**config.mk**
```make
export PLATFORM = sky130hd
export DESIGN_NAME = img_metadata_header_fifo_flat
export DESIGN_NICKNAME = d
export VERILOG_FILES = /design/src/rtl/img_metadata_header_fifo_pkg.sv /design/src/rtl/img_metadata_header_fifo_if.sv /design/src/rtl/img_metadata_header_fifo_sync_fifo.sv /design/src/rtl/img_metadata_header_fifo.sv /design/src/flat_wrapper.sv
export SDC_FILE = /design/constraint.sdc
export NUM_CORES = 1
export LEC_CHECK = 0
export ABC_AREA = 1
export CAP_MARGIN = 20
export CORE_ASPECT_RATIO = 1.5
export CORE_MARGIN = 1.5
export CORE_UTILIZATION = 23
export CTS_CLUSTER_DIAMETER = 80
export DETAILED_ROUTE_END_ITERATION = 6
export MAX_ROUTING_LAYER = met4
export PLACE_DENSITY = 0.35
export SETUP_SLACK_MARGIN = 0.05
export SLEW_MARGIN = 20
export SYNTH_ARGS = -nofsm -noshare
export SYNTH_HDL_FRONTEND = slang
export SYNTH_SLANG_ARGS = --single-unit
```
**constraint.sdc**
```tcl
create_clock -name sysClk -period 3 [get_ports sysClk]
set_input_delay 0.6 -clock sysClk [delete_from_list [all_inputs] [get_ports sysClk]]
set_output_delay 0.6 -clock sysClk [all_outputs]
set_load 0.05 [all_outputs]
```
**src/rtl/img_metadata_header_fifo_pkg.sv**
```systemverilog
// Shared definitions for the image metadata header FIFO: record field layout,
// FSM state type and the record packing helper.
package img_meta_pkg;

    localparam int META_W    = 48;
    localparam int COMP_MSB  = 47;
    localparam int COMP_LSB  = 46;
    localparam int RGB_BIT   = 45;
    localparam int CAM_BIT   = 44;
    localparam int TS_MSB    = 43;
    localparam int TS_LSB    = 16;
    localparam int TRIG_MSB  = 15;
    localparam int TRIG_LSB  = 0;

    typedef enum logic [1:0] {
        ST_IDLE = 2'd0,
        ST_LOAD = 2'd1,
        ST_SEND = 2'd2
    } hdr_state_t;

    function automatic logic [META_W-1:0] pack_meta(
        input logic [1:0]  compression,
        input logic        rgb,
        input logic        cam_id,
        input logic [27:0] timestamp,
        input logic [15:0] trigger_index
    );
        logic [META_W-1:0] rec;
        rec                     = '0;
        rec[COMP_MSB:COMP_LSB]  = compression;
        rec[RGB_BIT]            = rgb;
        rec[CAM_BIT]            = cam_id;
        rec[TS_MSB:TS_LSB]      = timestamp;
        rec[TRIG_MSB:TRIG_LSB]  = trigger_index;
        return rec;
    endfunction

endpackage

```
**src/rtl/img_metadata_header_fifo_if.sv**
```systemverilog
// Metadata push side (from the MCB) and slice stream side (to the JPG block)
// of the header FIFO. The FIFO itself sits on the slave modport.
interface img_metadata_header_fifo_if #(
    parameter int CHUNK_W = 12
);
    logic [1:0]         compression;
    logic               RGB;
    logic               cam_id;
    logic [27:0]        timestamp;
    logic [15:0]        trigger_index;
    logic               meta_valid;
    logic               meta_ready;
    logic [CHUNK_W-1:0] chunk_out;
    logic               chunk_valid;
    logic               chunk_ready;
    logic               chunk_last;

    modport master (
        output compression, RGB, cam_id, timestamp, trigger_index, meta_valid, chunk_ready,
        input  meta_ready, chunk_out, chunk_valid, chunk_last
    );

    modport slave (
        input  compression, RGB, cam_id, timestamp, trigger_index, meta_valid, chunk_ready,
        output meta_ready, chunk_out, chunk_valid, chunk_last
    );
endinterface

```
**src/rtl/img_metadata_header_fifo_sync_fifo.sv**
```systemverilog
// Single-clock record FIFO with a registered occupancy count; full/empty are
// decoded from that count so there is no read-to-write bypass.
module meta_sync_fifo #(
    parameter int WIDTH = 48,
    parameter int DEPTH = 4
) (
    input  logic                     sysClk,
    input  logic                     rst_n,
    input  logic                     wr_en,
    input  logic [WIDTH-1:0]         wr_data,
    input  logic                     rd_en,
    output logic [WIDTH-1:0]         rd_data,
    output logic                     full,
    output logic                     empty,
    output logic [$clog2(DEPTH):0]   count
);
    localparam int AW = $clog2(DEPTH);

    logic [WIDTH-1:0] mem [DEPTH];
    logic [AW-1:0]    wr_ptr;
    logic [AW-1:0]    rd_ptr;
    logic             do_wr;
    logic             do_rd;

    assign full    = (count == (AW+1)'(DEPTH));
    assign empty   = (count == '0);
    assign do_wr   = wr_en && !full;
    assign do_rd   = rd_en && !empty;
    assign rd_data = mem[rd_ptr];

    always_ff @(posedge sysClk) begin
        if (do_wr) mem[wr_ptr] <= wr_data;
    end

    // DEPTH is a power of two, so the pointers wrap by natural overflow.
    always_ff @(posedge sysClk or negedge rst_n) begin
        if (!rst_n) begin
            wr_ptr <= '0;
            rd_ptr <= '0;
            count  <= '0;
        end else begin
            if (do_wr) wr_ptr <= wr_ptr + 1'b1;
            if (do_rd) rd_ptr <= rd_ptr + 1'b1;
            case ({do_wr, do_rd})
                2'b10:   count <= count + 1'b1;
                2'b01:   count <= count - 1'b1;
                default: count <= count;
            endcase
        end
    end
endmodule

```
**src/rtl/img_metadata_header_fifo.sv**
```systemverilog
// Queues metadata records and, per end-of-image request, streams the oldest one
// MSB-first as CHUNK_W slices.
//   state | meaning
//   IDLE  | waiting for a pending flush request and a stored record
//   LOAD  | copy head record into the shift register, present slice 0
//   SEND  | present slices; pop record after the last slice handshake
module img_metadata_header_fifo
    import img_meta_pkg::*;
#(
    parameter int META_W  = 48,
    parameter int CHUNK_W = 12,
    parameter int DEPTH   = 4
) (
    input  logic                     sysClk,
    input  logic                     rst_n,
    input  logic                     all_pixels_in,
    img_metadata_header_fifo_if.slave hdr,
    output logic [$clog2(DEPTH):0]   fifo_count,
    output logic                     overflow,
    output logic                     orphan_eoi
);
    localparam int NCHUNK = META_W / CHUNK_W;
    localparam int CW     = $clog2(DEPTH) + 1;
    localparam int IW     = (NCHUNK > 1) ? $clog2(NCHUNK) : 1;

    if (META_W != img_meta_pkg::META_W) begin : g_bad_meta_w
        $error("META_W must match the packed record width");
    end
    if (META_W % CHUNK_W != 0) begin : g_bad_chunk_w
        $error("META_W must be a multiple of CHUNK_W");
    end
    if (DEPTH < 2 || (DEPTH & (DEPTH - 1)) != 0) begin : g_bad_depth
        $error("DEPTH must be a power of two and at least 2");
    end

    logic [META_W-1:0] rec_in;
    logic [META_W-1:0] head_rec;
    logic              fifo_full;
    logic              fifo_empty;
    logic              pop;
    logic [1:0]        sync_q;
    logic              sync_prev;
    logic              eoi_edge;
    logic              eoi_accept;
    logic [CW-1:0]     pending;
    hdr_state_t        state;
    logic [META_W-1:0] shift_q;
    logic [META_W-1:0] shift_nxt;
    logic [IW-1:0]     idx;

    assign rec_in = pack_meta(hdr.compression, hdr.RGB, hdr.cam_id, hdr.timestamp, hdr.trigger_index);

    meta_sync_fifo #(.WIDTH(META_W), .DEPTH(DEPTH)) u_fifo (
        .sysClk  (sysClk),
        .rst_n   (rst_n),
        .wr_en   (hdr.meta_valid),
        .wr_data (rec_in),
        .rd_en   (pop),
        .rd_data (head_rec),
        .full    (fifo_full),
        .empty   (fifo_empty),
        .count   (fifo_count)
    );

    assign hdr.meta_ready = !fifo_full;
    assign pop            = (state == ST_SEND) && hdr.chunk_valid && hdr.chunk_ready && hdr.chunk_last;
    assign eoi_edge       = sync_q[1] && !sync_prev;
    assign eoi_accept     = eoi_edge && !(fifo_empty && pending == '0);
    assign shift_nxt      = shift_q << CHUNK_W;

    always_ff @(posedge sysClk or negedge rst_n) begin
        if (!rst_n) begin
            sync_q    <= '0;
            sync_prev <= 1'b0;
        end else begin
            sync_q    <= {sync_q[0], all_pixels_in};
            sync_prev <= sync_q[1];
        end
    end

    // A request arriving with nothing stored and nothing owed is dropped, not banked.
    always_ff @(posedge sysClk or negedge rst_n) begin
        if (!rst_n) begin
            pending <= '0;
        end else if (eoi_accept && !pop) begin
            if (pending != CW'(DEPTH)) pending <= pending + 1'b1;
        end else if (pop && !eoi_accept) begin
            pending <= pending - 1'b1;
        end
    end

    always_ff @(posedge sysClk or negedge rst_n) begin
        if (!rst_n) begin
            overflow   <= 1'b0;
            orphan_eoi <= 1'b0;
        end else begin
            if (hdr.meta_valid && !hdr.meta_ready) overflow <= 1'b1;
            if (eoi_edge && fifo_empty && pending == '0) orphan_eoi <= 1'b1;
        end
    end

    always_ff @(posedge sysClk or negedge rst_n) begin
        if (!rst_n) begin
            state           <= ST_IDLE;
            shift_q         <= '0;
            idx             <= '0;
            hdr.chunk_out   <= '0;
            hdr.chunk_valid <= 1'b0;
            hdr.chunk_last  <= 1'b0;
        end else begin
            unique case (state)
                ST_IDLE: begin
                    if (pending != '0 && !fifo_empty) state <= ST_LOAD;
                end
                ST_LOAD: begin
                    shift_q         <= head_rec;
                    idx             <= '0;
                    hdr.chunk_out   <= head_rec[META_W-1 -: CHUNK_W];
                    hdr.chunk_valid <= 1'b1;
                    hdr.chunk_last  <= (NCHUNK == 1);
                    state           <= ST_SEND;
                end
                ST_SEND: begin
                    if (hdr.chunk_valid && hdr.chunk_ready) begin
                        if (hdr.chunk_last) begin
                            hdr.chunk_out   <= '0;
                            hdr.chunk_valid <= 1'b0;
                            hdr.chunk_last  <= 1'b0;
                            state           <= ST_IDLE;
                        end else begin
                            shift_q        <= shift_nxt;
                            idx            <= idx + 1'b1;
                            hdr.chunk_out  <= shift_nxt[META_W-1 -: CHUNK_W];
                            hdr.chunk_last <= (idx == IW'(NCHUNK - 2));
                        end
                    end
                end
                default: state <= ST_IDLE;
            endcase
        end
    end
endmodule

```
**src/flat_wrapper.sv**
```systemverilog
// flat-port wrapper written by rule: the top's interface ports become plain ports
module img_metadata_header_fifo_flat import img_meta_pkg::*;
#(
    parameter int META_W  = 48,
    parameter int CHUNK_W = 12,
    parameter int DEPTH   = 4
)
  (sysClk, rst_n, all_pixels_in, fifo_count, overflow, orphan_eoi, hdr_compression, hdr_RGB, hdr_cam_id, hdr_timestamp, hdr_trigger_index, hdr_meta_valid, hdr_chunk_ready, hdr_meta_ready, hdr_chunk_out, hdr_chunk_valid, hdr_chunk_last);
  img_metadata_header_fifo_if #(.CHUNK_W(CHUNK_W)) hdr_i ();
  input  logic sysClk;
  input  logic rst_n;
  input  logic all_pixels_in;
  output logic [$clog2(DEPTH):0] fifo_count;
  output logic overflow;
  output logic orphan_eoi;
  input wire logic [$bits(hdr_i.compression)-1:0] hdr_compression;
  input wire logic [$bits(hdr_i.RGB)-1:0] hdr_RGB;
  input wire logic [$bits(hdr_i.cam_id)-1:0] hdr_cam_id;
  input wire logic [$bits(hdr_i.timestamp)-1:0] hdr_timestamp;
  input wire logic [$bits(hdr_i.trigger_index)-1:0] hdr_trigger_index;
  input wire logic [$bits(hdr_i.meta_valid)-1:0] hdr_meta_valid;
  input wire logic [$bits(hdr_i.chunk_ready)-1:0] hdr_chunk_ready;
  output wire logic [$bits(hdr_i.meta_ready)-1:0] hdr_meta_ready;
  output wire logic [$bits(hdr_i.chunk_out)-1:0] hdr_chunk_out;
  output wire logic [$bits(hdr_i.chunk_valid)-1:0] hdr_chunk_valid;
  output wire logic [$bits(hdr_i.chunk_last)-1:0] hdr_chunk_last;
  assign hdr_i.compression = hdr_compression;
  assign hdr_i.RGB = hdr_RGB;
  assign hdr_i.cam_id = hdr_cam_id;
  assign hdr_i.timestamp = hdr_timestamp;
  assign hdr_i.trigger_index = hdr_trigger_index;
  assign hdr_i.meta_valid = hdr_meta_valid;
  assign hdr_i.chunk_ready = hdr_chunk_ready;
  assign hdr_meta_ready = hdr_i.meta_ready;
  assign hdr_chunk_out = hdr_i.chunk_out;
  assign hdr_chunk_valid = hdr_i.chunk_valid;
  assign hdr_chunk_last = hdr_i.chunk_last;
  img_metadata_header_fifo #(.META_W(META_W), .CHUNK_W(CHUNK_W), .DEPTH(DEPTH)) u_core (.sysClk(sysClk), .rst_n(rst_n), .all_pixels_in(all_pixels_in), .hdr(hdr_i), .fifo_count(fifo_count), .overflow(overflow), .orphan_eoi(orphan_eoi));
endmodule
```
# After elaboration in Yosys (flattened, before gate mapping)
# Memories as Yosys holds them, arrays and structs flattened.
# Cells that the tools add are included.
[totals]
ff_bits = 69
word_cells = 92
memories = 1
in_bits = 53
out_inout_bits = 20
mem_bits_rw = 192
[classes]
reduce_logical = 33
eq_ne = 12
n_addsub = 7
mux = 25
[memory_table]
columns = ["memory", "depth", "word_bits", "rd", "rd_clocked_by_memory_dff", "wr", "line", "source"]
rows = [
  ["u_core.u_fifo.mem", 4, 48, 1, 0, 1, "img_metadata_header_fifo_sync_fifo.sv:19", "logic [WIDTH-1:0] mem [DEPTH];"],
]
[ops]
columns = ["cell", "n"]
rows = [
  ["2-to-1 mux 36 bit", 2],
  ["case mux 36 bit (2 select lines)", 1],
  ["2-to-1 mux 12 bit", 2],
  ["case mux 12 bit (2 select lines)", 1],
  ["logical AND 1 bit", 15],
  ["2-to-1 mux 2 bit", 5],
  ["2-to-1 mux 3 bit", 3],
  ["AND reduction 3 bit", 3],
  ["adder 2 x 1 -> 2 bit (second input constant)", 3],
  ["adder 3 x 1 -> 3 bit (second input constant)", 2],
  ["== test 2 bit (second input constant)", 3],
  ["logical NOT 1 bit", 6],
  ["logical NOT 3 bit", 2],
  ["2-to-1 mux 1 bit", 6],
  ["inequality test 2 bit (second input constant)", 3],
  ["case mux 2 bit (3 select lines)", 1],
  ["case mux 3 bit (2 select lines)", 1],
  ["nonzero test 2 bit", 3],
  ["subtractor 3 x 1 -> 3 bit (second input constant)", 2],
  ["== test 2 x 1 -> 1 bit (second input constant)", 2],
  ["inequality test 2 x 1 -> 1 bit (second input constant)", 2],
  ["case mux 1 bit (2 select lines)", 2],
  ["case mux 2 bit (2 select lines)", 1],
  ["AND reduction 2 bit", 2],
  ["4 further kinds", 4],
]

# Longest topological paths before layout
# Gate-level depths: netlist of the first run.
[logic_depth]
ltp_word = 8
depth_mapped = 13
mapped_depth_nobuf = 12

# By module
# Synthesis of the first run repeated with hierarchy kept, for this count alone.
[hier_totals]
hier_cells = 935
area_unflattened_um2 = 11071.9
[modules_own_cells]
columns = ["module", "seq_area_each_um2", "instances", "cells_per_inst", "area_per_inst_um2"]
rows = [
  ["meta_sync_fifo", 5940.7, 1, 622, 8132.8],
  ["img_metadata_header_fifo", 1551.5, 1, 313, 2939.1],
]

# Least setup slack after synthesis of the first run
# No wires, ideal clock.
[synth_path]
path_type = "register to register"
startpoint = "reg u_core.u_fifo.count[1]"
endpoint = "mem u_core.u_fifo.mem[0][0] (enable)"
n_path_buf = 0
path_slack_ns = -0.977
period_less_slack_ns = 3.977
arrival_ns = 3.523
path_stages_with_launch = 5
required_time_ns = 2.546
path_cell_list = "dfrtp_1 -> nor2_1 -> nand2_1 -> nand2_1 -> nor2_1"
[synth_via]
elab_chain_len = 5
[synth_lines]
columns = ["item", "line", "source"]
rows = [
  ["start, declared", "img_metadata_header_fifo_sync_fifo.sv:15", "output logic [$clog2(DEPTH):0] count"],
  ["start signal, assigned", "img_metadata_header_fifo_sync_fifo.sv:45", "2'b10: count <= count + 1'b1;"],
  ["start signal, assigned", "img_metadata_header_fifo_sync_fifo.sv:46", "2'b01: count <= count - 1'b1;"],
  ["start signal, assigned", "img_metadata_header_fifo_sync_fifo.sv:47", "default: count <= count;"],
  ["== test 3 bit", "img_metadata_header_fifo_sync_fifo.sv:25", "assign full = (count == (AW+1)'(DEPTH));"],
  ["logical NOT 1 bit", "n/a", ""],
  ["via hdr_meta_ready", "flat_wrapper.sv:23", "output wire logic [$bits(hdr_i.meta_ready)-1:0] hdr_meta_ready;"],
  ["logical AND 1 bit", "img_metadata_header_fifo_sync_fifo.sv:27", "assign do_wr = wr_en && !full;"],
  ["2-to-1 mux 1 bit", "img_metadata_header_fifo_sync_fifo.sv:32", "if (do_wr) mem[wr_ptr] <= wr_data;"],
  ["2-to-1 mux 1 bit (implied by the code)", "img_metadata_header_fifo_sync_fifo.sv:32", ""],
  ["end, declared", "img_metadata_header_fifo_sync_fifo.sv:19", ""],
]
# The timed path passes the listed nets, and every way through them passes these cells.

# Worst setup path after layout of the first run
[layout_path]
startpoint = "reg u_core.u_fifo.count[0]"
endpoint = "out hdr_meta_ready"
[layout_via]
elab_chain_len = 2
[layout_lines]
columns = ["item", "line", "source"]
rows = [
  ["== test 3 bit", "img_metadata_header_fifo_sync_fifo.sv:25", ""],
  ["logical NOT 1 bit", "img_metadata_header_fifo.sv:65", "assign hdr.meta_ready = !fifo_full;"],
  ["end, declared", "flat_wrapper.sv:23", ""],
]
# Every way passes these cells.

==> load_flow_metrics.sql, run 1 <==
INSERT INTO impl_metrics (metric_group, metric, value, unit) VALUES
('worst_setup_path', 'critPathTopFamily', 'buffers and inverters', ''),
('global_routing', 'grt_first_pass_wirelength', '41.29', 'mm'),
('cts', 'cts_hold_buf', '0', ''),
('synthesis', 'synth_area_leader_cell', 'sky130_fd_sc_hd__edfxtp_1', ''),
('global_routing', 'groute.usage.overall', '12.09', '%'),
('drt', 'wl', '26.79', 'mm'),
('worst_setup_path', 'path_max_fanout', '4', ''),
('synthesis', 'yosysTopAreaCellShare', '55.65', '%'),
('placed_design', 'io_buffers', '72', ''),
('layout', 'insertedDiodeCount', '0', ''),
('synthesis', 'postSynth.topFlopCell', 'sky130_fd_sc_hd__edfxtp_1', ''),
('pwr', 'power.density_cell_area', '1048', 'nW/um^2'),
('placed_design', 'preCtsSetupSlack', '447.4', 'ps'),
('pwr', 'intPower', '0.008406', 'W'),
('cts', 'tritoncts_clock_tree', 'yes', ''),
('sta', 'summed_negative_setup_slack_over_all_endpoints', '0', 'ps'),
('sta', 'worst_pin_slew', '627.1', 'ps'),
('floorplan', 'initial_standard_cell_utilization_of_the_core', '23.24', '%'),
('status', 'status', 'finished, final reports clean', ''),
('drt', 'vias', '6404', ''),
('drt', 'drt_first_iter_violations', '271', ''),
('worst_setup_path', 'slowest_delay', '710', 'ps'),
('worst_setup_path', 'worstPathArrival', '1980', 'ps'),
('job', 'max-cap-violations', '0', ''),
('cts', 'cts.repair_timing.setup_buffer_count', '0', ''),
('global_routing', 'grt_antenna_before_repair', '0', ''),
('drt', 'firstDrtPassIters', '4', ''),
('cts', 'cts_root_buffer', 'sky130_fd_sc_hd__clkbuf_16', ''),
('cts', 'clkSlewWorstSetupHoldPaths', '60', 'ps'),
('cts', 'ctsLongestPathBuffers', '3', ''),
('worst_setup_path', 'critical_path_class', 'reg -> out', ''),
('global_routing', 'maximum_number_of_pins_on_one_net_before_global_route_repair', '63', ''),
('synthesis', 'synth-edff-count', '192', ''),
('pwr', 'share_clk_of_total_power', '25.5', '%'),
('placed_design', 'place.detailed.hpwl', '16.34', 'mm'),
('floorplan', 'die-height', '262.9', 'um'),
('sta', 'final_period_minus_worst_setup_slack', '2576', 'ps'),
('sta', 'finalSetupViolCount', '0', ''),
('global_routing', 'first_global_vias', '6759', ''),
('synthesis', 'synth.distinct_cells', '34', ''),
('layout', 'layout_cell_share_with_drive_strength_beyond_1', '8.043', '%'),
('pwr', 'leakagePower', '4.669', 'nW'),
('sta', 'final-hold-violation-count', '0', ''),
('floorplan', 'fp.dieArea', '46350', 'um^2'),
('floorplan', 'floorplan.core_area', '44570', 'um^2'),
('drt', 'remaining_drc_errors', '0', ''),
('cts', 'cts.repair.resized', '0', ''),
('cts', 'cts-htree-levels', '1', ''),
('layout', 'area_growth', '22.77', '%'),
('sta', 'rsz_0062_raised_after_global_routing', 'false', ''),
('layout', 'finalNetCount', '962', ''),
('worst_setup_path', 'crit_path_cell_trace', 'nor2_1 > nand2_1 > clkdlybuf4s50_1', ''),
('worst_hold_path', 'worstHoldPathType', 'in -> async', ''),
('synthesis', 'yosysWarnings', '0', ''),
('cts', 'cts_buffers', '28', ''),
('pwr', 'swShare', '36.92', '%'),
('floorplan', 'row_count', '95', ''),
('sta', 'final.period_utilization', '85.88', '%'),
('cts', 'clock_sink_count', '261', ''),
('floorplan', 'fp.dieW', '176.3', 'um'),
('synthesis', 'synth.net_count', '890', ''),
('pwr', 'fraction_of_power_consumed_by_sequential_logic', '39.9', '%'),
('drt', 'ant_nets', '0', ''),
('global_routing', 'grt.overflow.total', '0', ''),
('worst_setup_path', 'timing.critical_path.buf_inv', '1', ''),
('drt', 'vias_per_cell', '4.264', ''),
('synthesis', 'synth-seq-cells', '261', ''),
('layout', 'num-fill-cells', '4616', ''),
('synthesis', 'post_synth_instance_area', '10360', 'um^2'),
('synthesis', 'synth_sequential_area_ratio', '72.32', '%'),
('worst_setup_path', 'required', '2400', 'ps');
==> final timing paths <==
check	from	slack, ps	to	depth (start not counted)
worst max-delay path	u_core.u_fifo.count[0]	420	hdr_meta_ready	3
max in group asynchronous	rst_n	2330	u_core.shift_q[12]	2
worst min-delay path	rst_n	60	u_core.u_fifo.wr_ptr[0]	1
min in group sysClk	u_core.sync_q[0]	350	u_core.sync_q[1]	0
worst max register to register	u_core.state[0]	610	u_core.u_fifo.count[2]	12
worst min register to register	u_core.sync_q[0]	350	u_core.sync_q[1]	0
==> layout by cell type, fill, tap and decap left out, types with 29 or more instances in the layout <==
cell type / Yosys / final
sky130_fd_sc_hd__nor2_1: 134 / 129
sky130_fd_sc_hd__nand2_1: 78 / 78
sky130_fd_sc_hd__nand3_1: 30 / 30
sky130_fd_sc_hd__edfxtp_1: 192 / 192
sky130_fd_sc_hd__clkbuf_16: 0 / 29
sky130_fd_sc_hd__clkdlybuf4s50_1: 0 / 71
sky130_fd_sc_hd__inv_1: 40 / 40
sky130_fd_sc_hd__dfrtp_1: 69 / 68
sky130_fd_sc_hd__o22ai_1: 49 / 49
sky130_fd_sc_hd__o21ai_0: 97 / 97
==> worst register-to-register path, stage by stage (launching register included) <==
cell                      delay (ps)
sky130_fd_sc_hd__dfrtp_1         380
sky130_fd_sc_hd__inv_1           100
sky130_fd_sc_hd__ha_1            370
sky130_fd_sc_hd__nand2_4         150
sky130_fd_sc_hd__nor2_4          160
sky130_fd_sc_hd__nand2_1          80
sky130_fd_sc_hd__inv_1            80
sky130_fd_sc_hd__ha_1            130
sky130_fd_sc_hd__inv_1            60
sky130_fd_sc_hd__fa_1            370
sky130_fd_sc_hd__a21oi_1         140
sky130_fd_sc_hd__o21ai_0         110
sky130_fd_sc_hd__xor2_1          150
==> layout make-up <==
cell class / count / area (um^2) / share of cell area, %
Multi-Input combinational cell: 474 / 2466 / 19.39
Inverter: 44 / 172.7 / 1.358
Tap cell: 582 / 728.2 / 5.726
Clock buffer: 43 / 808.3 / 6.355
Sequential cell: 261 / 7493 / 58.92
Clock inverter: 9 / 91.34 / 0.7182
Timing Repair Buffer: 89 / 958.4 / 7.536
==> metrics by stage <==
step | instances | cell area, um^2 | power [W] | utilization, %
2_1_floorplan | 826 | 10370 | 0.008588 | -
3_3_place_gp | 1450 | 11820 | 0.01016 | 26.52
3_5_place_dp | 1450 | 11820 | 0.01020 | 26.52
4_1_cts | 1502 | 12720 | 0.01367 | 28.53
5_1_grt | 1502 | 12720 | 0.01428 | 28.53
6_report | 1502 | 12720 | 0.01333 | 28.53
==> routing by layer <==
layer	part of all wire, %	wire, um	vias up	track usage, %
met3	3.5	928	29	1.476
met1	42	11130	3182	13.95
li1	-	-	3090	-
met5	0	0	-	-
met2	53	14230	103	21.83
met4	1.9	503	0	3.211
==> state kept, by name, indices dropped and copies added, names as in the netlist <==
signal                  cells
u_core.sync_q               2
u_core.hdr.chunk_out       12
u_core.u_fifo.count         3
u_core.idx                  2
u_core.sync_prev            1
u_core.u_fifo.rd_ptr        2
u_core.pending              3
u_core.hdr.chunk_last       1
u_core.overflow             1
u_core.u_fifo.wr_ptr        2
u_core.state                2
u_core.shift_q             36
u_core.u_fifo.mem         192
u_core.orphan_eoi           1
u_core.hdr.chunk_valid      1
==> cell usage after synthesis (2+ instances only) <==
cell                         n
sky130_fd_sc_hd__nor2_1    134
sky130_fd_sc_hd__inv_2       2
sky130_fd_sc_hd__dfrtp_1    69
sky130_fd_sc_hd__nand2_1    78
sky130_fd_sc_hd__ha_1        9
sky130_fd_sc_hd__o22ai_1    49
sky130_fd_sc_hd__nand4_1     2
sky130_fd_sc_hd__o21ai_1    14
sky130_fd_sc_hd__buf_6       6
sky130_fd_sc_hd__a22oi_1    14
sky130_fd_sc_hd__nor2_8      2
sky130_fd_sc_hd__xor2_1      4
sky130_fd_sc_hd__a21oi_1    19
sky130_fd_sc_hd__edfxtp_1  192
sky130_fd_sc_hd__inv_1      40
sky130_fd_sc_hd__nand3_1    30
sky130_fd_sc_hd__clkbuf_2    4
sky130_fd_sc_hd__clkbuf_1   14
sky130_fd_sc_hd__a22o_1     12
sky130_fd_sc_hd__fa_1        2
sky130_fd_sc_hd__o21ai_0    97
sky130_fd_sc_hd__buf_4       3
sky130_fd_sc_hd__buf_2      19
==> cells by family after synthesis <==
group | count (synthesis) | synth area share (%)
XOR/XNOR | 5 | 0.4227
AO/OA/AOI/OAI | 207 | 11.43
flip-flops | 261 | 72.32
AND/OR/NAND/NOR | 251 | 10.17
adder cells (fa/ha/maj) | 11 | 1.473
buffers and inverters | 91 | 4.191
==> power by group through the flow <==
stage	Combinational (W)	Clock, W	Sequential, W
2_1_floorplan	0.00294	0	0.00564
5_1_grt	0.00522	0.00364	0.00542
6_report	0.00461	0.00340	0.00532
4_1_cts	0.00480	0.00353	0.00534
3_5_place_dp	0.00479	0	0.00541
3_3_place_gp	0.00477	0	0.00540
(Power assumes the default switching activity.)
==> inputs of run 2 (changes only) <==
- CORE_MARGIN: 1.5 -> 2
==> run 2 against run 1 <==
- first-iteration DRC count rose by 19%
- critical path type unchanged
- highest routed layer unchanged
- sequential cell count did not move
- via count rose by 0.22%
- sequential share of layout area rose by 0.29 points
- non-clock buffer count rose by 1
- core utilization fell by 0.22 points
- cell count barely moved
- largest cell class unchanged
- setup slack improved by 21 ps
- clock skew fell by 3.8 ps
==> load_flow_metrics.sql, run 2 (same netlist as run 1, synthesis figures left out) <==
INSERT INTO impl_metrics (metric_group, metric, value, unit) VALUES
('status', 'status', 'finished, final reports clean', ''),
('drt', 'vias_per_cell', '4.276', ''),
('cts', 'clock_latency', '550', 'ps'),
('global_routing', 'grt.overflow.total', '0', ''),
('cts', 'cts-htree-levels', '1', ''),
('floorplan', 'boundaryPins', '73', ''),
('cts', 'clock_sink_count', '261', ''),
('pwr', 'leakagePower', '4.640', 'nW'),
('placed_design', 'io_buffers', '72', ''),
('layout', 'num-fill-cells', '4660', ''),
('layout', 'finalNetCount', '963', ''),
('cts', 'cts_buffers', '28', ''),
('worst_setup_path', 'critical_path.endpoint_type', 'primary output', ''),
('sta', 'worst_pin_slew', '664.3', 'ps'),
('floorplan', 'fp.dieArea', '46790', 'um^2'),
('global_routing', 'groute.usage.overall', '12.02', '%'),
('worst_setup_path', 'critical_path_class', 'reg -> out', ''),
('worst_setup_path', 'path_max_fanout', '4', ''),
('worst_setup_path', 'required', '2400', 'ps'),
('sta', 'report.final.slew_viol_count', '0', ''),
('sta', 'final.period_utilization', '85.18', '%'),
('layout', 'layout_cell_share_with_drive_strength_beyond_1', '7.835', '%'),
('pwr', 'ir_drop', '399.1', 'uV'),
('drt', 'wl', '27.17', 'mm'),
('global_routing', 'first_global_vias', '6592', ''),
('placed_design', 'place.detailed.hpwl', '15.79', 'mm'),
('layout', 'reg_top3', 'u_core.u_fifo.mem: 192 flops, u_core.shift_q: 36 flops, u_core.hdr.chunk_out: 12 flops', ''),
('sta', 'worst_slew_margin_relative_to_its_limit', '55.71', '%'),
('worst_setup_path', 'worst-r2r-setup-slack', '720', 'ps'),
('worst_setup_path', 'endpoint', 'hdr_meta_ready', ''),
('layout', 'area_growth', '22.16', '%'),
('global_routing', 'maximum_number_of_pins_on_one_net_before_global_route_repair', '98', ''),
('cts', 'cts.repair_timing.setup_buffer_count', '0', ''),
('drt', 'dr.max_layer_used', 'met4', ''),
('worst_hold_path', 'holdPathStages', '0', ''),
('drt', 'routed-wl-met3', '834', 'um'),
('cts', 'tritoncts_clock_tree', 'yes', ''),
('worst_setup_path', 'worstPathArrival', '1960', 'ps'),
('global_routing', 'grt_antenna_before_repair', '0', ''),
('floorplan', 'die-height', '263.9', 'um'),
('layout', 'layout_commonest_cell', 'sky130_fd_sc_hd__edfxtp_1', ''),
('cts', 'cts_root_buffer', 'sky130_fd_sc_hd__clkbuf_16', ''),
('sta', 'fin_hold_ws', '350.8', 'ps'),
('pwr', 'power.density_cell_area', '1039', 'nW/um^2'),
('drt', 'remaining_drc_errors', '0', ''),
('floorplan', 'initial_standard_cell_utilization_of_the_core', '23.18', '%'),
('worst_hold_path', 'worstHoldPathType', 'reg -> reg', ''),
('job', 'max-cap-violations', '0', ''),
('sta', 'final_period_minus_worst_setup_slack', '2556', 'ps'),
('sta', 'finalSetupViolCount', '0', ''),
('drt', 'firstDrtPassIters', '6', ''),
('layout', 'largest_register_ff_count', '192', ''),
('global_routing', 'grt_first_pass_wirelength', '41.29', 'mm'),
('cts', 'clkSlewWorstSetupHoldPaths', '60', 'ps'),
('drt', 'ant_nets', '0', ''),
('floorplan', 'floorplan.core_area', '44690', 'um^2'),
('worst_setup_path', 'worstSetupStartpoint', 'u_core.u_fifo.count[1]', ''),
('floorplan', 'fp.dieW', '177.3', 'um'),
('drt', 'dr_wl_met2', '14.24', 'mm'),
('floorplan', 'row_count', '95', ''),
('worst_setup_path', 'worstRegToRegCells', '9', ''),
('layout', 'largest-register', 'u_core.u_fifo.mem', ''),
('sta', 'maxClockFrequency', '391.3', 'MHz'),
('pwr', 'report.power.total', '0.01315', 'W'),
('layout', 'mostFrequentLayoutCells', '192 x sky130_fd_sc_hd__edfxtp_1, 129 x sky130_fd_sc_hd__nor2_1, 97 x sky130_fd_sc_hd__o21ai_0', ''),
('drt', 'drt_first_iter_violations', '322', ''),
('drt', 'm1WireLength', '11.64', 'mm'),
('layout', 'insertedDiodeCount', '0', ''),
('placed_design', 'final_gp_congestion', '0.6941', ''),
('sta', 'rsz_0062_raised_after_global_routing', 'false', ''),
('worst_setup_path', 'crit-reg2reg-capture', 'u_core.state[0]', ''),
('sta', 'final-hold-violation-count', '0', ''),
('sta', 'final.setup_skew', '7.641', 'ps'),
('cts', 'ctsLongestPathBuffers', '3', ''),
('cts', 'cts.repair.resized', '0', ''),
('worst_setup_path', 'critical_path.reg2reg.startpoint', 'u_core.state[0]', ''),
('drt', 'vias', '6418', ''),
('worst_setup_path', 'startpoint_type', 'register', ''),
('drt', 'post_dr_wirelength_cell', '18.10', 'um');
[run 2: cell count changes in the layout (fill, tap and decap cells not counted), sizes merged]
cell	delta
clkbuf	-4
clkinv	+4
bufinv	-2
dlygate4sd3	+1
[run 2: final cells by class]
type	count	area, um^2	area share, %
clock buffer	39	793.3	6.268
clock inverter	11	46.29	0.3658
inverter	44	172.7	1.364
multi-input combinational	474	2466	19.49
sequential	261	7493	59.21
tap	582	728.2	5.754
timing repair buffer	90	955.9	7.553
[run 2: timing repair]
action                     in CTS  in global routing
setup endpoints to repair       0                  0
hold buffers                    1                  0
hold endpoints to repair       20                  0
[run 2: critical path, cell delays in order (launching register included)]
cell                              delay, ps
sky130_fd_sc_hd__dfrtp_1                410
sky130_fd_sc_hd__nor2_1                 200
sky130_fd_sc_hd__nand2_1                100
sky130_fd_sc_hd__clkdlybuf4s50_1        710
[run 2: per-stage QoR]
stage	util [%]	worst slack, ps	cell area (um^2)	instances	TNS, ps
after floorplan	-	-225.7	10370	826	-43340
after global routing	28.32	333.6	12660	1501	0
after detailed placement	26.42	463.9	11810	1450	0
after global placement	26.42	434.1	11810	1450	0
final	28.32	444.5	12660	1501	0
after CTS	28.32	396.3	12660	1501	0
[run 2: how the worst min path moves through the flow]
stage | from | slack (ps) | endpoint
CTS | u_core.sync_q[0] | 360 | u_core.sync_q[1]
global route | u_core.sync_q[0] | 380 | u_core.sync_q[1]
finish | u_core.sync_q[0] | 350 | u_core.sync_q[1]
global placement | u_core.sync_q[0] | 340 | u_core.sync_q[1]
floorplan | rst_n | 300 | u_core.hdr.chunk_last
detailed placement | u_core.sync_q[0] | 340 | u_core.sync_q[1]
[run 2: metal layers]
metal	vias up	track usage [%]
met5	-	-
met2	89	21.21
met3	27	1.540
met1	3215	14.32
met4	0	3.257
li1	3087	-
[run 2: power breakdown]
part / switching, W / internal (W)
logic: 0.00315 / 0.00147
clock network: 0.00138 / 0.00183
registers: 0.000398 / 0.00492
==> inputs of run 3 (changes only) <==
--- a/config.mk
+++ b/config.mk
@@ -21 +21,2 @@
 export SYNTH_SLANG_ARGS = --single-unit
+export TNS_END_PERCENT = 20
--- a/constraint.sdc
+++ b/constraint.sdc
@@ -3,2 +3,2 @@
 set_output_delay 0.6 -clock sysClk [all_outputs]
-set_load 0.05 [all_outputs]
+set_load 0.005 [all_outputs]
==> run 3 against run 2 <==
- routed wire length down 0.21%
- count of clock-buffer cells in the layout down 6
- non-clock buffer count up 1
- combinational power is 8.2% lower
- largest cell class unchanged
- critical path depth up 9
- core utilization grew 0.062 points
- final area rose by 0.22%
- global-route usage rose by 0.15 points
==> load_flow_metrics.sql, run 3 (same netlist as run 1, synthesis figures left out) <==
INSERT INTO impl_metrics (metric_group, metric, value, unit) VALUES
('worst_setup_path', 'slowest_delay', '380', 'ps'),
('drt', 'post_dr_wirelength_cell', '18.04', 'um'),
('layout', 'mostFrequentLayoutCells', '192 x sky130_fd_sc_hd__edfxtp_1, 129 x sky130_fd_sc_hd__nor2_1, 97 x sky130_fd_sc_hd__o21ai_0', ''),
('floorplan', 'boundaryPins', '73', ''),
('cts', 'ctsLongestPathBuffers', '3', ''),
('sta', 'final.period_utilization', '78.28', '%'),
('global_routing', 'grt_antenna_before_repair', '0', ''),
('pwr', 'leakagePower', '4.652', 'nW'),
('cts', 'cts_buffers', '28', ''),
('pwr', 'power.density_cell_area', '1010', 'nW/um^2'),
('cts', 'cts.repair_timing.setup_buffer_count', '0', ''),
('layout', 'final_core_utilization', '28.38', '%'),
('layout', 'area_growth', '22.43', '%'),
('placed_design', 'io_buffers', '72', ''),
('placed_design', 'final_gp_congestion', '0.7096', ''),
('cts', 'clock_latency', '550', 'ps'),
('cts', 'tritoncts_clock_tree', 'yes', ''),
('layout', 'layout_commonest_cell', 'sky130_fd_sc_hd__edfxtp_1', ''),
('drt', 'remaining_drc_errors', '0', ''),
('worst_setup_path', 'crit_path_cell_trace', 'inv_1 > ha_1 > nand2_4 > nor2_4 > nand2_1 > inv_1 > ha_1 > inv_1 > fa_1 > a21oi_1 > o21ai_0 > xor2_1', ''),
('drt', 'vias_per_cell', '4.272', ''),
('layout', 'layout_cell_share_with_drive_strength_beyond_1', '8.143', '%'),
('worst_setup_path', 'required', '3430', 'ps'),
('sta', 'final.setup_skew', '12.13', 'ps'),
('global_routing', 'first_global_vias', '6664', ''),
('global_routing', 'groute.usage.overall', '12.17', '%'),
('worst_hold_path', 'worstHoldPathType', 'reg -> reg', ''),
('global_routing', 'grt.overflow.total', '0', ''),
('sta', 'report.final.slew_viol_count', '0', ''),
('layout', 'largest-register', 'u_core.u_fifo.mem', ''),
('sta', 'final-hold-violation-count', '0', ''),
('floorplan', 'fp.dieArea', '46790', 'um^2'),
('sta', 'rsz_0062_raised_after_global_routing', 'false', ''),
('sta', 'worst_pin_slew', '655.4', 'ps'),
('cts', 'cts_root_buffer', 'sky130_fd_sc_hd__clkbuf_16', ''),
('layout', 'largest_register_ff_count', '192', ''),
('floorplan', 'die-height', '263.9', 'um'),
('pwr', 'ir_drop', '439.2', 'uV'),
('worst_setup_path', 'startpoint_type', 'register', ''),
('drt', 'vias', '6421', ''),
('layout', 'insertedDiodeCount', '0', ''),
('worst_setup_path', 'path_max_fanout', '4', ''),
('cts', 'cts-htree-levels', '1', ''),
('sta', 'maxClockFrequency', '425.8', 'MHz'),
('worst_setup_path', 'critical_path.endpoint_type', 'register', ''),
('drt', 'ant_nets', '0', ''),
('worst_setup_path', 'critical_path_class', 'reg -> reg', ''),
('cts', 'clock_sink_count', '261', ''),
('worst_setup_path', 'worstPathArrival', '2780', 'ps'),
('floorplan', 'fp.dieW', '177.3', 'um'),
('floorplan', 'row_count', '95', ''),
('worst_setup_path', 'worst_path_max_delay_cell', 'sky130_fd_sc_hd__dfrtp_1', ''),
('cts', 'clkSlewWorstSetupHoldPaths', '60', 'ps'),
('global_routing', 'maximum_number_of_pins_on_one_net_before_global_route_repair', '98', ''),
('worst_setup_path', 'critPathMostFrequentCell', 'sky130_fd_sc_hd__inv_1', ''),
('floorplan', 'floorplan.core_area', '44690', 'um^2'),
('drt', 'drt_first_iter_violations', '311', ''),
('sta', 'final_period_minus_worst_setup_slack', '2348', 'ps'),
('sta', 'summed_negative_setup_slack_over_all_endpoints', '0', 'ps'),
('status', 'status', 'finished, final reports clean', ''),
('layout', 'reg_top3', 'u_core.u_fifo.mem: 192 flops, u_core.shift_q: 36 flops, u_core.hdr.chunk_out: 12 flops', ''),
('floorplan', 'initial_standard_cell_utilization_of_the_core', '23.18', '%'),
('global_routing', 'grt_first_pass_wirelength', '41.80', 'mm'),
('sta', 'finalSetupViolCount', '0', ''),
('layout', 'finalNetCount', '964', ''),
('job', 'max-cap-violations', '0', ''),
('placed_design', 'place.detailed.hpwl', '16.12', 'mm'),
('drt', 'wl', '27.11', 'mm'),
('sta', 'worst_slew_margin_relative_to_its_limit', '56.31', '%'),
('drt', 'firstDrtPassIters', '4', '');
-- run 3: cell types whose count changed in the layout (fill, tap and decap cells not counted) --
cell	delta
sky130_fd_sc_hd__clkinv_2	+3
sky130_fd_sc_hd__clkbuf_8	-3
sky130_fd_sc_hd__clkbuf_1	-3
sky130_fd_sc_hd__clkinv_1	+2
sky130_fd_sc_hd__bufinv_16	+1
sky130_fd_sc_hd__clkinvlp_4	+1
sky130_fd_sc_hd__buf_12	+1
-- run 3: critical path, delay by kind of cell (launching register included) --
| kind | cells | cell delay [ps] |
|---|---|---|
| AO/OA/AOI/OAI | 2 | 250 |
| AND/OR/NAND/NOR | 3 | 390 |
| adder cells (fa/ha/maj) | 3 | 830 |
| buffers and inverters | 3 | 240 |
| flip-flops | 1 | 380 |
| XOR/XNOR | 1 | 150 |
-- run 3: metrics by stage --
stage	setup slack [ps]	instances	cell area, um^2	hold WS [ps]	power [W]
4_1_cts	619.6	1503	12680	352.5	0.01313
6_report	651.6	1503	12680	349.6	0.01281
5_1_grt	368.3	1503	12680	366.4	0.01378
3_3_place_gp	428.0	1451	11830	335.8	0.009788
3_5_place_dp	424.8	1451	11830	343.5	0.009806
2_1_floorplan	-250.7	826	10360	304.4	0.008202
-- run 3: final cells by class --
| type | count | area (um^2) |
|---|---|---|
| Multi-Input combinational cell | 474 | 2466 |
| Clock buffer | 33 | 740.7 |
| Clock inverter | 18 | 106.4 |
| Timing Repair Buffer | 91 | 975.9 |
| Fill cell | 4692 | 32010 |
| Inverter | 44 | 172.7 |
| Sequential cell | 261 | 7493 |
| Tap cell | 582 | 728.2 |
-- run 3: final timing paths --
check | start | to | slack, ps | cells past startpoint
min | u_core.sync_q[0] | u_core.sync_q[1] | 350 | 0
max in group asynchronous | rst_n | u_core.shift_q[34] | 1890 | 3
min in group asynchronous | rst_n | u_core.u_fifo.wr_ptr[0] | 500 | 2
max reg2reg | u_core.state[0] | u_core.u_fifo.count[2] | 650 | 12
max | u_core.state[0] | u_core.u_fifo.count[2] | 650 | 12
min reg2reg | u_core.sync_q[0] | u_core.sync_q[1] | 350 | 0
-- run 3: metal layers --
metal  vias to the layer above  share of wire, %  track usage [%]  routed length (um)
li1                       3091                 -                -                   -
met1                      3179                43            14.65               11570
met2                       113                52            20.92               14040
met3                        38               2.8            1.396                 746
met4                         0               2.8            4.386                 750
met5                         -                 0                -                   0
-- run 3: what timing repair did --
item	4_1_cts	5_1_grt
endpoints found under the hold margin	23	0
resized for setup	0	0
hold buffers	1	0
-- run 3: power by group --
part | leakage, nW | total, W | switching, W | internal, W
logic | 1.66 | 0.00425 | 0.00276 | 0.00149
registers | 2.57 | 0.00531 | 0.000395 | 0.00491
clock network | 0.418 | 0.00325 | 0.00142 | 0.00183
==> edit 1: new RTL, settings of run 3 <==
Re-encode `hdr_state_t` (3 states) as one-hot, 3 bits wide.
--- a/src/rtl/img_metadata_header_fifo_pkg.sv
+++ b/src/rtl/img_metadata_header_fifo_pkg.sv
@@ -12,10 +12,10 @@
     localparam int TRIG_MSB  = 15;
     localparam int TRIG_LSB  = 0;
 
-    typedef enum logic [1:0] {
-        ST_IDLE = 2'd0,
-        ST_LOAD = 2'd1,
-        ST_SEND = 2'd2
+    typedef enum logic [2:0] {
+        ST_IDLE = 3'b001,
+        ST_LOAD = 3'b010,
+        ST_SEND = 3'b100
     } hdr_state_t;
 
     function automatic logic [META_W-1:0] pack_meta(
Behaviour: same outputs for any inputs over 10 cycles, from zero or initial values and one cycle with rst_n low; not proved beyond that.
==> edit 1 against run 3 <==
Wire length grew 0.24%. Worst setup slack better by 36 ps. Clock power is 8.3% higher. Cell area up 0.36%. Sequential power fell by 1%. First-iteration DRC count decreased by 3.9%. Sequential cell count up 1. Cell count rose by 0.13%. Total power shrank 6.6%. Count of clock-buffer cells in the layout up 2. Synthesized area decreased by 0.88%. Critical path type is now reg -> out. Critical endpoint is now hdr_meta_ready.
==> edit 1: results (changes against run 3) <==
The overall track demand over capacity in global routing is 12.28% (+0.11 points), and the maximum number of buffers from clock root to sink is 3 (unchanged). The stage delay of the slowest cell on the critical path was 450 ps (+70 ps); the worst ir drop on vdd was 417.3 uV (-5.0%). The run gives 43.9% (+2.4 points) as the sequential fraction of design power. The number of violations reported at the end of detailed-routing iteration 0 came out at 299 (-3.9%). The detailed-placement wirelength estimate was 16930 um (+5.1%). The worst setup slack for register-to-register paths was 780 ps (+130 ps); the data arrival time at the worst-slack endpoint was 1710 ps (-1070 ps). The run gives 0.6962 (-1.9%) as the routability-driven placement congestion ratio. The tools report the reg-to-reg critical path endpoint as u_core.shift_q[34]. The depth of the most critical reg-to-reg path works out to 10 (-2). The number of global-route vias before repair is 6953 (+4.3%).

The run gives 970 (+0.62%) as the number of nets at the end of the flow. The worst setup slack after placement was 249.6 ps (-175.2 ps). Sorting the synthesized cells by area gives the leading types as edfxtp_1 56%, dfrtp_1 17%, nand2_1 4.8%. Sequential share of the synthesized area: 73.22% (+0.90 points). The flow ran to the end, and the final reports show no timing, DRC or antenna violations.

The maximum clock skew at final layout was 14.45 ps (+2.323 ps); the fraction of registers with async set/reset was 26.72% (+0.28 points). The share of layout cells above drive strength 1 came out at 8.396% (+0.25 points). The worst register-to-register path begins at u_core.state[0].

The combinational group share of total power was 26.6% (-6.6 points); the leakage power figure was 4.600 nW (-1.1%). The number of clock buffers inserted by TritonCTS was 29 (+3.6%). The tools report the distinct cell type count of the synthesized netlist as 33 (-2.9%).

The slew of the pin with the lowest slew margin works out to 656.6 ps (+1.199 ps). The family with the most delay on the worst path was buffers and inverters. For the post-cts resize count, the log shows 0 (unchanged). The tools report the clock root buffer as clkbuf_16. The vias after detailed routing is 6456 (+0.55%). For this design, the slowest cell found on the critical path is clkdlybuf4s50_1.

The net switching power is 3.865 mW (-15%), and the total of fill cells in the finished design is 4527 (-3.5%). The pin count of the biggest net entering global routing was 61 (-38%); the first-pass GRT wire length was 42300 um (+1.2%). By count the netlist is led by 192 x edfxtp_1, 131 x nand2_1, 124 x nor2_1, 91 x o21ai_0, 69 x dfrtp_1. The tools report the worst hold slack as 353.5 ps (+3.933 ps).
-- edit 1: layer usage --
metal,wire length [um],global-route usage [%]
met1,11320,14.13
met2,14360,22.07
met3,869,1.476
met4,626,3.775
met5,0,-
-- edit 1: final cells by class --
class                   count  area (um^2)  area share (%)
repair buffers             97         1008           7.923
well taps                 576        720.7           5.662
inverters                  30        113.9          0.8945
multi-input cells         489         2432           19.11
flip-flops and latches    262         7520           59.08
clock inverters            16        185.2           1.455
clock buffers              35        748.2           5.878
-- edit 1: metrics by stage --
step / instance area [um^2] / util [%] / std cells
floorplan: 10270 / - / 829
global placement: 11790 / 26.79 / 1453
detailed placement: 11790 / 26.79 / 1453
CTS: 12730 / 28.94 / 1505
global route: 12730 / 28.94 / 1505
finish: 12730 / 28.94 / 1505
-- edit 1: repair_timing --
action	CTS	global route
endpoints found under the setup margin	0	0
hold endpoints to repair	23	0
hold buffers	1	0
-- edit 1: logic make-up after synthesis --
kind of cell,count (synthesis),share of synthesized area (%)
and+or+nand+nor,269,10.16
DFF,262,73.22
AOI/OAI and AO/OA,207,11.69
buffers and inverters,78,3.387
adders and majority gates,8,1.121
xor gates and xnor gates,5,0.4264
-- edit 1: worst max path at each step --
stage                            from                      end  slack, ps  cells after the start
6_report       u_core.u_fifo.count[0]           hdr_meta_ready        690                      3
5_1_grt               u_core.state[0]       u_core.shift_q[24]        500                     10
4_1_cts        u_core.u_fifo.count[0]           hdr_meta_ready        640                      3
3_5_place_dp          hdr_chunk_ready   u_core.u_fifo.count[2]        250                     13
3_3_place_gp          hdr_chunk_ready   u_core.u_fifo.count[2]        260                     13
2_1_floorplan          hdr_meta_valid  u_core.u_fifo.mem[0][0]       -250                      2
==> edit 2: new RTL, config.mk and constraints of run 3 <==
Without the edit above. Reset style: synchronous (`rst_n`), changed in 5 clocked blocks.
--- a/src/rtl/img_metadata_header_fifo_sync_fifo.sv
+++ b/src/rtl/img_metadata_header_fifo_sync_fifo.sv
@@ -33,7 +33,7 @@
     end
 
     // DEPTH is a power of two, so the pointers wrap by natural overflow.
-    always_ff @(posedge sysClk or negedge rst_n) begin
+    always_ff @(posedge sysClk) begin
         if (!rst_n) begin
             wr_ptr <= '0;
             rd_ptr <= '0;
--- a/src/rtl/img_metadata_header_fifo.sv
+++ b/src/rtl/img_metadata_header_fifo.sv
@@ -68,7 +68,7 @@
     assign eoi_accept     = eoi_edge && !(fifo_empty && pending == '0);
     assign shift_nxt      = shift_q << CHUNK_W;
 
-    always_ff @(posedge sysClk or negedge rst_n) begin
+    always_ff @(posedge sysClk) begin
         if (!rst_n) begin
             sync_q    <= '0;
             sync_prev <= 1'b0;
@@ -79,7 +79,7 @@
     end
 
     // A request arriving with nothing stored and nothing owed is dropped, not banked.
-    always_ff @(posedge sysClk or negedge rst_n) begin
+    always_ff @(posedge sysClk) begin
         if (!rst_n) begin
             pending <= '0;
         end else if (eoi_accept && !pop) begin
@@ -89,7 +89,7 @@
         end
     end
 
-    always_ff @(posedge sysClk or negedge rst_n) begin
+    always_ff @(posedge sysClk) begin
         if (!rst_n) begin
             overflow   <= 1'b0;
             orphan_eoi <= 1'b0;
@@ -99,7 +99,7 @@
         end
     end
 
-    always_ff @(posedge sysClk or negedge rst_n) begin
+    always_ff @(posedge sysClk) begin
         if (!rst_n) begin
             state           <= ST_IDLE;
             shift_q         <= '0;
Behaviour: differs if rst_n is asserted again (counterexample within 4 cycles, from zero or initial values and one cycle with rst_n low); with rst_n held inactive, the same outputs for 10 cycles.
==> edit 2 against run 3 <==
Synthesized area down 2.1%. Sequential share of layout area down 1.4 points. Worst setup slack better by 33 ps. Global-route usage up 0.41 points. Cell count up 2.3%. Sequential cell count up 2. Hold slack better by 60 ps. Cell area down 1.7%. Wire length up 3.1%.
Power is not compared: it rests on default switching activity, and its combinational part moved more than twofold at a synthesized area within 25%.
==> edit 2: results (changes against run 3) <==
The run finished with clean final reports. The fraction of registers with async set/reset works out to 0% (-26 points). The tools report the number of clock buffers inserted by TritonCTS as 29 (+3.6%).

The pin count of the biggest net entering global routing was 97 (-1.0%); the total power was 9.319 mW. Detailed-placement wirelength estimate: 16410 um (+1.8%). The highest fanout seen on the critical path was 3 (-1); the distinct cell type count of the synthesized netlist was 29 (-15%).

The number of cells in the finished layout apart from fillers was 1537 (+2.3%); the cell count after placement was 1483 (+2.2%). The stage delay of the slowest cell on the critical path is 500 ps (+120 ps), and the sequential share of the synthesized area is 70.87% (-1.4 points). The share of layout cells above drive strength 1 works out to 8.117% (-0.027 points). The depth of the most critical reg-to-reg path was 13 (+1). The run gives 4 (unchanged) as the number of detailed-routing iterations run before antenna repair.

After synthesis, the cell types taking the most area are edfxtp_1 57%, dfxtp_1 14%, o21ai_0 6.4%. The number of global-route vias before repair was 6824 (+2.4%). Counting instances in the post-synthesis netlist gives the leading cell types as 192 x edfxtp_1, 130 x o21ai_0, 117 x nor2_1, 104 x nand2_1, 77 x a21oi_1. Overall track demand over capacity in global routing: 12.58% (+0.41 points). The worst hold path stage count came out at 2 (+2). The tools report the number of nets at the end of the flow as 1002 (+3.9%). The number of violations reported at the end of detailed-routing iteration 0 was 292 (-6.1%). The total cell area at the placement stage was 11540 um^2 (-2.4%); the routability-driven placement congestion ratio was 0.6868 (-3.2%). The worst slew margin relative to its limit is 58.13% (+1.8 points), and the worst setup slack after placement is 293.6 ps (-131.2 ps). For this design the static power due to leakage is 4.247 nW. The cell count after synthesis is 870 (+5.3%), and the maximum clock skew at final layout is 28.90 ps (+16.78 ps). The logs give 0 (unchanged) for the post-cts resize count and 1720 ps (-1060 ps) for the data arrival time at the worst-slack endpoint.

The critical path's slowest cell is clkdlybuf4s50_1. The run gives 42320 um (+1.3%) as the first-pass GRT wire length. Broken down by cell family, the worst path's largest delay share belongs to buffers and inverters. The average vias per placed instance was 4.330 (+1.4%). The total wire length after detailed routing came out at 27950 um (+3.1%).
## edit 2: cell types whose count changed in the layout (fill, tap and decap cells not counted), moves of 14 or more
| cell | change |
|---|---|
| a22oi_1 | -14 |
| dfxtp_1 | +70 |
| nand2_1 | +26 |
| nor2_1 | -16 |
| o21ai_0 | +33 |
| dfrtp_1 | -68 |
| nand3_1 | -26 |
| a21oi_1 | +58 |
## edit 2: layer usage
layer / global-route usage (%) / part of all wire, % / wire length, um / vias to the layer above
li1: - / - / - / 3230
met1: 14.54 / 42 / 11770 / 3301
met2: 22.80 / 53 / 14840 / 93
met3: 1.423 / 2.5 / 693 / 31
met4: 3.857 / 2.3 / 643 / 0
met5: - / 0 / 0 / -
## edit 2: kinds of logic (layout without fill, tap and decap cells)
family                     count (synthesis)  in the layout  share of synthesized area (%)
and+or+nand+nor                          233            233                          9.069
buffers and inverters                     91            182                          4.368
DFF                                      263            263                          70.87
AOI/OAI and AO/OA                        272            272                          14.19
adders and majority gates                 11             11                          1.505
## edit 2: area by class of cell
type | count | area (um^2)
Timing Repair Buffer | 90 | 943.4
Tap cell | 576 | 720.7
Clock buffer | 44 | 832.0
Inverter | 38 | 145.1
Clock inverter | 10 | 91.34
Sequential cell | 263 | 7188
Multi-Input combinational cell | 516 | 2541
Fill cell | 4564 | 31290
## edit 2: path summary, 6_finish.rpt
| path | from | end | slack [ps] |
|---|---|---|---|
| setup reg to reg | u_core.state[0] | u_core.u_fifo.count[2] | 800 |
| setup / recovery | u_core.u_fifo.count[1] | hdr_meta_ready | 680 |
| hold reg to reg | u_core.sync_q[0] | u_core.sync_q[1] | 410 |
| hold / removal | u_core.sync_q[0] | u_core.sync_q[1] | 410 |
